## src/rtl/fetch_unit_pkg.sv

```systemverilog
// fetch_unit_pkg: shared state encoding and constants for the fetch stage
package fetch_unit_pkg;

  typedef enum logic [1:0] {
    S_REQ  = 2'd0,
    S_WAIT = 2'd1,
    S_HOLD = 2'd2
  } state_e;

  localparam logic [31:0] RESET_PC_DEF = 32'h0000_3000;
  localparam logic [31:0] WORD_BYTES   = 32'd4;

  function automatic logic [31:0] align_word(input logic [31:0] a);
    return {a[31:2], 2'b00};
  endfunction

endpackage

```

## src/rtl/fetch_unit_if.sv

```systemverilog
// fetch_unit_if: imem request/response, redirect and decode hand-off bundle
interface fetch_unit_if;

  logic        imem_req_valid;
  logic        imem_req_ready;
  logic [31:0] imem_addr;
  logic        imem_rsp_valid;
  logic [31:0] imem_rsp_data;
  logic        redirect;
  logic [31:0] redirect_pc;
  logic        out_valid;
  logic        out_ready;
  logic [31:0] PC;
  logic [31:0] PC8;
  logic [31:0] IR;

  modport master (
    output imem_req_valid, imem_addr, out_valid, PC, PC8, IR,
    input  imem_req_ready, imem_rsp_valid, imem_rsp_data, redirect, redirect_pc, out_ready
  );

  modport slave (
    input  imem_req_valid, imem_addr, out_valid, PC, PC8, IR,
    output imem_req_ready, imem_rsp_valid, imem_rsp_data, redirect, redirect_pc, out_ready
  );

endinterface

```

## src/rtl/fetch_unit.sv

```systemverilog
// fetch_unit: program counter, single-outstanding imem fetch and IF/ID hand-off
module fetch_unit
  import fetch_unit_pkg::*;
#(
  parameter logic [31:0] RESET_PC = RESET_PC_DEF
) (
  input  logic         clk,
  input  logic         reset,
  fetch_unit_if.master bus
);

  state_e      state_q, state_d;
  logic [31:0] pc_q, pc_d;
  logic        drop_q, drop_d;
  logic [31:0] pc_out_q, pc_out_d;
  logic [31:0] pc8_q, pc8_d;
  logic [31:0] ir_q, ir_d;
  logic [31:0] npc;

  assign npc = align_word(bus.redirect_pc);

  assign bus.imem_req_valid = (state_q == S_REQ);
  assign bus.imem_addr      = pc_q;
  assign bus.out_valid      = (state_q == S_HOLD);
  assign bus.PC             = pc_out_q;
  assign bus.PC8            = pc8_q;
  assign bus.IR             = ir_q;

  // Next state, PC mux and output bundle capture; redirect overrides everything else
  always_comb begin
    state_d  = state_q;
    pc_d     = pc_q;
    drop_d   = drop_q;
    pc_out_d = pc_out_q;
    pc8_d    = pc8_q;
    ir_d     = ir_q;
    case (state_q)
      S_REQ: begin
        if (bus.redirect) pc_d = npc;
        if (bus.imem_req_ready) begin
          state_d = S_WAIT;
          drop_d  = bus.redirect;
        end
      end
      S_WAIT: begin
        if (bus.redirect) pc_d = npc;
        if (bus.imem_rsp_valid) begin
          state_d = (drop_q || bus.redirect) ? S_REQ : S_HOLD;
          drop_d  = 1'b0;
          if (!drop_q && !bus.redirect) begin
            ir_d     = bus.imem_rsp_data;
            pc_out_d = pc_q;
            pc8_d    = pc_q + 2 * WORD_BYTES;
          end
        end else if (bus.redirect) begin
          drop_d = 1'b1;
        end
      end
      S_HOLD: begin
        if (bus.redirect || bus.out_ready) begin
          state_d = S_REQ;
          pc_d    = bus.redirect ? npc : pc_q + WORD_BYTES;
        end
      end
      default: state_d = S_REQ;
    endcase
  end

  // State and datapath registers with asynchronous active-low reset
  always_ff @(posedge clk or negedge reset) begin
    if (!reset) begin
      state_q  <= S_REQ;
      pc_q     <= RESET_PC;
      drop_q   <= 1'b0;
      pc_out_q <= '0;
      pc8_q    <= '0;
      ir_q     <= '0;
    end else begin
      state_q  <= state_d;
      pc_q     <= pc_d;
      drop_q   <= drop_d;
      pc_out_q <= pc_out_d;
      pc8_q    <= pc8_d;
      ir_q     <= ir_d;
    end
  end

endmodule

```

## src/flat_wrapper.sv

```systemverilog
// flat-port wrapper written by rule: the top's interface ports become plain ports
module fetch_unit_flat import fetch_unit_pkg::*;
#(
  parameter logic [31:0] RESET_PC = RESET_PC_DEF
)
  (clk, reset, bus_imem_req_valid, bus_imem_addr, bus_out_valid, bus_PC, bus_PC8, bus_IR, bus_imem_req_ready, bus_imem_rsp_valid, bus_imem_rsp_data, bus_redirect, bus_redirect_pc, bus_out_ready);
  fetch_unit_if bus_i ();
  input  logic clk;
  input  logic reset;
  output wire logic [$bits(bus_i.imem_req_valid)-1:0] bus_imem_req_valid;
  output wire logic [$bits(bus_i.imem_addr)-1:0] bus_imem_addr;
  output wire logic [$bits(bus_i.out_valid)-1:0] bus_out_valid;
  output wire logic [$bits(bus_i.PC)-1:0] bus_PC;
  output wire logic [$bits(bus_i.PC8)-1:0] bus_PC8;
  output wire logic [$bits(bus_i.IR)-1:0] bus_IR;
  input wire logic [$bits(bus_i.imem_req_ready)-1:0] bus_imem_req_ready;
  input wire logic [$bits(bus_i.imem_rsp_valid)-1:0] bus_imem_rsp_valid;
  input wire logic [$bits(bus_i.imem_rsp_data)-1:0] bus_imem_rsp_data;
  input wire logic [$bits(bus_i.redirect)-1:0] bus_redirect;
  input wire logic [$bits(bus_i.redirect_pc)-1:0] bus_redirect_pc;
  input wire logic [$bits(bus_i.out_ready)-1:0] bus_out_ready;
  assign bus_imem_req_valid = bus_i.imem_req_valid;
  assign bus_imem_addr = bus_i.imem_addr;
  assign bus_out_valid = bus_i.out_valid;
  assign bus_PC = bus_i.PC;
  assign bus_PC8 = bus_i.PC8;
  assign bus_IR = bus_i.IR;
  assign bus_i.imem_req_ready = bus_imem_req_ready;
  assign bus_i.imem_rsp_valid = bus_imem_rsp_valid;
  assign bus_i.imem_rsp_data = bus_imem_rsp_data;
  assign bus_i.redirect = bus_redirect;
  assign bus_i.redirect_pc = bus_redirect_pc;
  assign bus_i.out_ready = bus_out_ready;
  fetch_unit #(.RESET_PC(RESET_PC)) u_core (.clk(clk), .reset(reset), .bus(bus_i));
endmodule
```

## config.mk

```make
export PLATFORM = sky130hd
export DESIGN_NAME = fetch_unit_flat
export DESIGN_NICKNAME = d
export VERILOG_FILES = /design/src/rtl/fetch_unit_pkg.sv /design/src/rtl/fetch_unit_if.sv /design/src/rtl/fetch_unit.sv /design/src/flat_wrapper.sv
export SDC_FILE = /design/constraint.sdc
export NUM_CORES = 1
export LEC_CHECK = 0
export ABC_AREA = 1
export BUFFER_PORTS_ARGS = -buffer_cell sky130_fd_sc_hd__buf_4
export CAP_MARGIN = 20
export CORE_MARGIN = 1
export CORE_UTILIZATION = 28
export DETAILED_ROUTE_END_ITERATION = 7
export SKIP_CTS_REPAIR_TIMING = 1
export SYNTH_ARGS = -nofsm -noshare
export SYNTH_HDL_FRONTEND = slang
export SYNTH_SLANG_ARGS = --single-unit
```

## constraint.sdc

```tcl
create_clock -name clk -period 3.8 [get_ports clk]
set_input_delay 0.38 -clock clk [delete_from_list [all_inputs] [get_ports clk]]
set_output_delay 0.38 -clock clk [all_outputs]
set_load 0.1 [all_outputs]
```

## Yosys cells after proc, flatten, opt, wreduce, memory -nomap -nowiden

Index checks and enable logic that the tools add are counted.

- Flip-flop bits (word level): 131
- Output and inout port bits: 130
- Input bits: 70
- Word-level logic and storage cells: 41

- Add/sub/neg operators: 2
- Eq/ne operators: 7
- Reduce and logical (&&, ||, !) cells: 13
- Mux-type cells: 13

Operators with widths:

| cell | number |
|---|---|
| 2-to-1 mux 32 bit | 3 |
| case mux 32 bit (2 select lines) | 1 |
| adder 32 x 3 -> 32 bit (second input constant) | 1 |
| adder 32 x 4 -> 32 bit (second input constant) | 1 |
| AND reduction 3 bit | 4 |
| 2-to-1 mux 2 bit | 4 |
| != test 2 x 1 -> 1 bit (second input constant) | 3 |
| case mux 2 bit (3 select lines) | 1 |
| nonzero test 2 bit | 2 |
| 2-to-1 mux 1 bit | 3 |
| != test 3 bit (second input constant) | 1 |
| equality test 2 x 1 -> 1 bit (second input constant) | 1 |
| equality test 2 bit (second input constant) | 1 |
| zero test 1 bit | 2 |
| zero test 2 bit | 1 |
| logical OR 1 bit | 2 |
| != test 2 bit (second input constant) | 1 |
| case mux 1 bit (2 select lines) | 1 |
| OR reduction 2 bit | 1 |
| logical AND 1 bit | 1 |

## Longest topological paths before layout

- Depth in word-level cells: 4
- Mapped depth: 10
- Depth with buffers taken out: 10

## Least setup slack after synthesis

Ideal clock, no wire load.

- Kind: register to register
- From: register u_core.pc_q[3], in the netlist u_core.bus.imem_addr[3]
- To: register u_core.pc_q[19], in the netlist u_core.bus.imem_addr[19]
- Setup slack: 1485 ps
- Buffers on the path: 0
- Clock period less this slack: 2315 ps
- Data required time: 3680 ps
- Arrival: 2195 ps
- Stages on the path, launching flop included: 11
- Cells stage by stage: dfrtp_1 ha_1 inv_1 nor2_2 nand2_4 nor2_4 nand2_1 nand2_1 nand3_1 nand2_1 nand2_1

- Cells in the longest elaborated chain, start to end: 4

RTL lines:

| item | line | source |
|---|---|---|
| start, declared | fetch_unit.sv:13 | `logic [31:0] pc_q, pc_d;` |
| start signal, assigned | fetch_unit.sv:80 | `pc_q <= pc_d;` |
| adder 32 x 3 -> 32 bit | fetch_unit.sv:62 | `pc_d = bus.redirect ? npc : pc_q + WORD_BYTES;` |
| 2-to-1 mux 32 bit | fetch_unit.sv:62 |  |
| 2-to-1 mux 32 bit | fetch_unit.sv:60 | `if (bus.redirect \|\| bus.out_ready) begin` |
| case mux 32 bit (2 select lines) | fetch_unit.sv:37 | `case (state_q)` |

Every way passes these cells. The select of a mux whose other input is x is not followed.
A chain may end at the register's enable or synchronous reset.

## Worst setup path in the final report

- From: register u_core.state_q[1]
- To: register u_core.ir_q[3], in the netlist u_core.bus.IR[3]

- Cells in the longest elaborated chain, start to end: 2

RTL lines:

| item | line | source |
|---|---|---|
| start, declared | fetch_unit.sv:12 | `state_e state_q, state_d;` |
| start signal, assigned | fetch_unit.sv:79 | `state_q <= state_d;` |
| equality test 2 x 1 -> 1 bit | fetch_unit.sv:37 |  |
| AND reduction 3 bit (no source line) | n/a |  |
| end signal, assigned | fetch_unit.sv:84 | `ir_q <= ir_d;` |
| end, declared | fetch_unit.sv:17 | `logic [31:0] ir_q, ir_d;` |

Every way passes these cells.

==> run metrics <==
fin crit period 2520 ps; Crit path largest cell delay 560 ps; Final Max Slew Viols 0; Most common cell on crit path nand2_1; P&R area growth vs syn 34.4%; Clock Tree Buf Depth 2; Ports 200; Crit path max-delay family buffers and inverters; CP arrival 2870 ps; largest family of logic cells by synthesized area simple AND/OR/NAND/NOR gates; critical path's slowest cell inv_2; CP endpoint kind flop; core area 22100 um^2; Syn Inst Count 835; final hold viol count 0; H-tree depth 4; mux cell area share after synthesis 0%; Nets 1088; Max Cap Viol 0; Post-Synth Adder-Cell Area 0.391%; WP data required 4150 ps; first-pass GRT wire length 33.6 mm; worst min path class input port to asynchronous set/reset pin; critical path class flop to flop; die area 23400 um^2; Starting DRT DRC Count 535; Tightest Pin Transition 884 ps; CP Cell Sequence inv_1 -> nand2_1 -> nor2_2 -> nand2_4 -> inv_2 -> buf_4 -> buf_4 -> nand2_1 -> nand2_1; initial antenna violation count 0; Die Y 153 um; CTS Sinks 124; grt total ovfl 0; most common cell after layout, fill and taps aside nand2_1; Startpoint Class flop; Site Rows 54; RR Endpoint u_core.bus.IR[3]$_DFFE_PN0P_; final setup violating endpoints 0; RSZ-0062 raised after global routing false; Root Driver clkbuf_16; gpl congestion 0.915; WL per Instance 16.4 um; synth warn 0; n_diodes 0; length of the first detailed-routing pass in iterations 5; placed cells 1277; status finished, final reports clean; vias in the first global route 5834; xor/xnor cell area share of the yosys netlist 1.10%; share of the yosys chip area belonging to registers 48.6%; compound-cell area share of the yosys netlist 10.0%; post-synthesis register bit count 124; post-DP HPWL 15.7 mm; Clock transition at path regs 60 ps; FF-to-FF setup slack 1280 ps; Total GRT Usage 18.7%; Clock Latency Late Sink 420 ps; crit path buf inv count 4; Port Buffers 191; Worst Clk Skew 10.2 ps; Reg-to-Reg Start u_core.state_q[1]$_DFFE_PN0P_; Initial Util 28.9%; Synth Cell Area 6390 um^2; Slew HR 41.0%; routed vias 6082; commonest cells after routing, fill and taps aside 316 x nand2_1, 195 x buf_4, 122 x dfrtp_1; Die Span X 153 um; TritonCTS clock tree done; share of cells above drive strength 1 26.3%; largest net degree at the start of global routing 82; Num CTS Buffers 17; CP max FO 39; Residual DRC 0; Vias per Instance 4.65; TNS Setup 0 ps; synth unique cells 38; Final Instance Count excl. Fillers 1309; Final period util 66.4%; Detail Route Antenna Nets 0; post-synthesis simple-gate area fraction 32.6%; DRT Wirelength 21.4 mm; Syn Area/Cell 7.66 um^2; Fmax achieved 396 MHz; Reg2Reg Depth 9
==> cell type report <==
| class | instances | area (um^2) |
|---|---|---|
| clock inverter | 6 | 83.8 |
| sequential | 124 | 3110 |
| inverter | 57 | 214 |
| fill | 2286 | 13500 |
| multi-input combinational | 620 | 2860 |
| clock buffer | 26 | 499 |
| timing repair buffer | 196 | 1480 |
| tap | 280 | 350 |
==> synth_stat cells <==
master    count  area [um^2]
nand2_2       7         43.8
ha_1          2         25.0
o32ai_1       1         8.76
or2_0         1         6.26
buf_6         6         67.6
a21oi_1      19         95.1
nand2_1     317         1190
o21a_1       15          113
nor3_1        1         5.00
nand3_1      56          280
o21ai_0      55          275
o22ai_1       2         12.5
xnor2_1       1         8.76
nor2_2       16          100
clkbuf_1      7         26.3
nor2_4        6         67.6
o211ai_1      6         45.0
and2_1        1         6.26
conb_1        1         3.75
a22oi_1       3         22.5
o21bai_1      1         7.51
a31oi_1       3         18.8
nor2_1       67          251
buf_4        10         75.1
nand4_1       8         50.1
dfrtp_1     122         3050
o21ai_1       5         25.0
inv_2         4         15.0
or2_1         1         6.26
nand3b_1      1         7.51
clkinv_1      1         3.75
a21oi_2       2         17.5
nand2_4       2         22.5
buf_2        16         80.1
dfstp_2       2         52.6
or2_2         8         50.1
inv_1        52          195
xor2_1        7         61.3
==> state kept, by name, summed over array words and instances (netlist names) <==
name / cells
u_core.bus.IR: 32
u_core.state_q: 2
u_core.bus.PC: 29
u_core.drop_q: 1
u_core.bus.imem_addr: 30
u_core.bus.PC8: 30
==> stage by stage <==
step	hold slack, ps	worst slack [ps]	cell area (um^2)	util, %
floorplan	84.4	1490	6410	-
global placement	464	1330	8010	36.3
detailed placement	466	1290	8010	36.3
CTS	49.8	1260	8600	38.9
global route	71.4	1000	8600	38.9
finish	24.2	1280	8600	38.9
==> how the worst max path moves through the flow <==
| stage | cells past startpoint | start | slack, ps | endpoint |
|---|---|---|---|---|
| 5_1_grt | 9 | u_core.state_q[1]$_DFFE_PN0P_ | 1000 | u_core.bus.IR[27]$_DFFE_PN0P_ |
| 3_3_place_gp | 9 | u_core.state_q[1]$_DFFE_PN0P_ | 1330 | u_core.bus.IR[27]$_DFFE_PN0P_ |
| 3_5_place_dp | 9 | u_core.state_q[1]$_DFFE_PN0P_ | 1290 | u_core.bus.IR[21]$_DFFE_PN0P_ |
| 6_report | 9 | u_core.state_q[1]$_DFFE_PN0P_ | 1280 | u_core.bus.IR[3]$_DFFE_PN0P_ |
| 2_1_floorplan | 10 | u_core.bus.imem_addr[3]$_DFFE_PN0P_ | 1490 | u_core.bus.imem_addr[19]$_DFFE_PN0P_ |
| 4_1_cts | 9 | u_core.state_q[1]$_DFFE_PN0P_ | 1260 | u_core.bus.IR[15]$_DFFE_PN0P_ |
==> metal layers <==
layer,vias up,GRT usage [%],wire (um)
met2,181,28.8,9820
li1,3017,-,-
met3,20,4.68,1300
met1,2864,25.8,10000
met5,-,0,0
met4,0,5.24,315
==> logic make-up (layout without fill, tap and decap cells) <==
group	count (synthesis)	after routing
AOI/OAI and AO/OA	112	112
xor gates and xnor gates	8	8
adders and majority gates	2	2
buffers and inverters	96	285
DFF	124	124
other	1	6
and+or+nand+nor	492	492
Power is not shown: default switching activity piles up to over one toggle a cycle in this logic, so the estimate is an artifact.
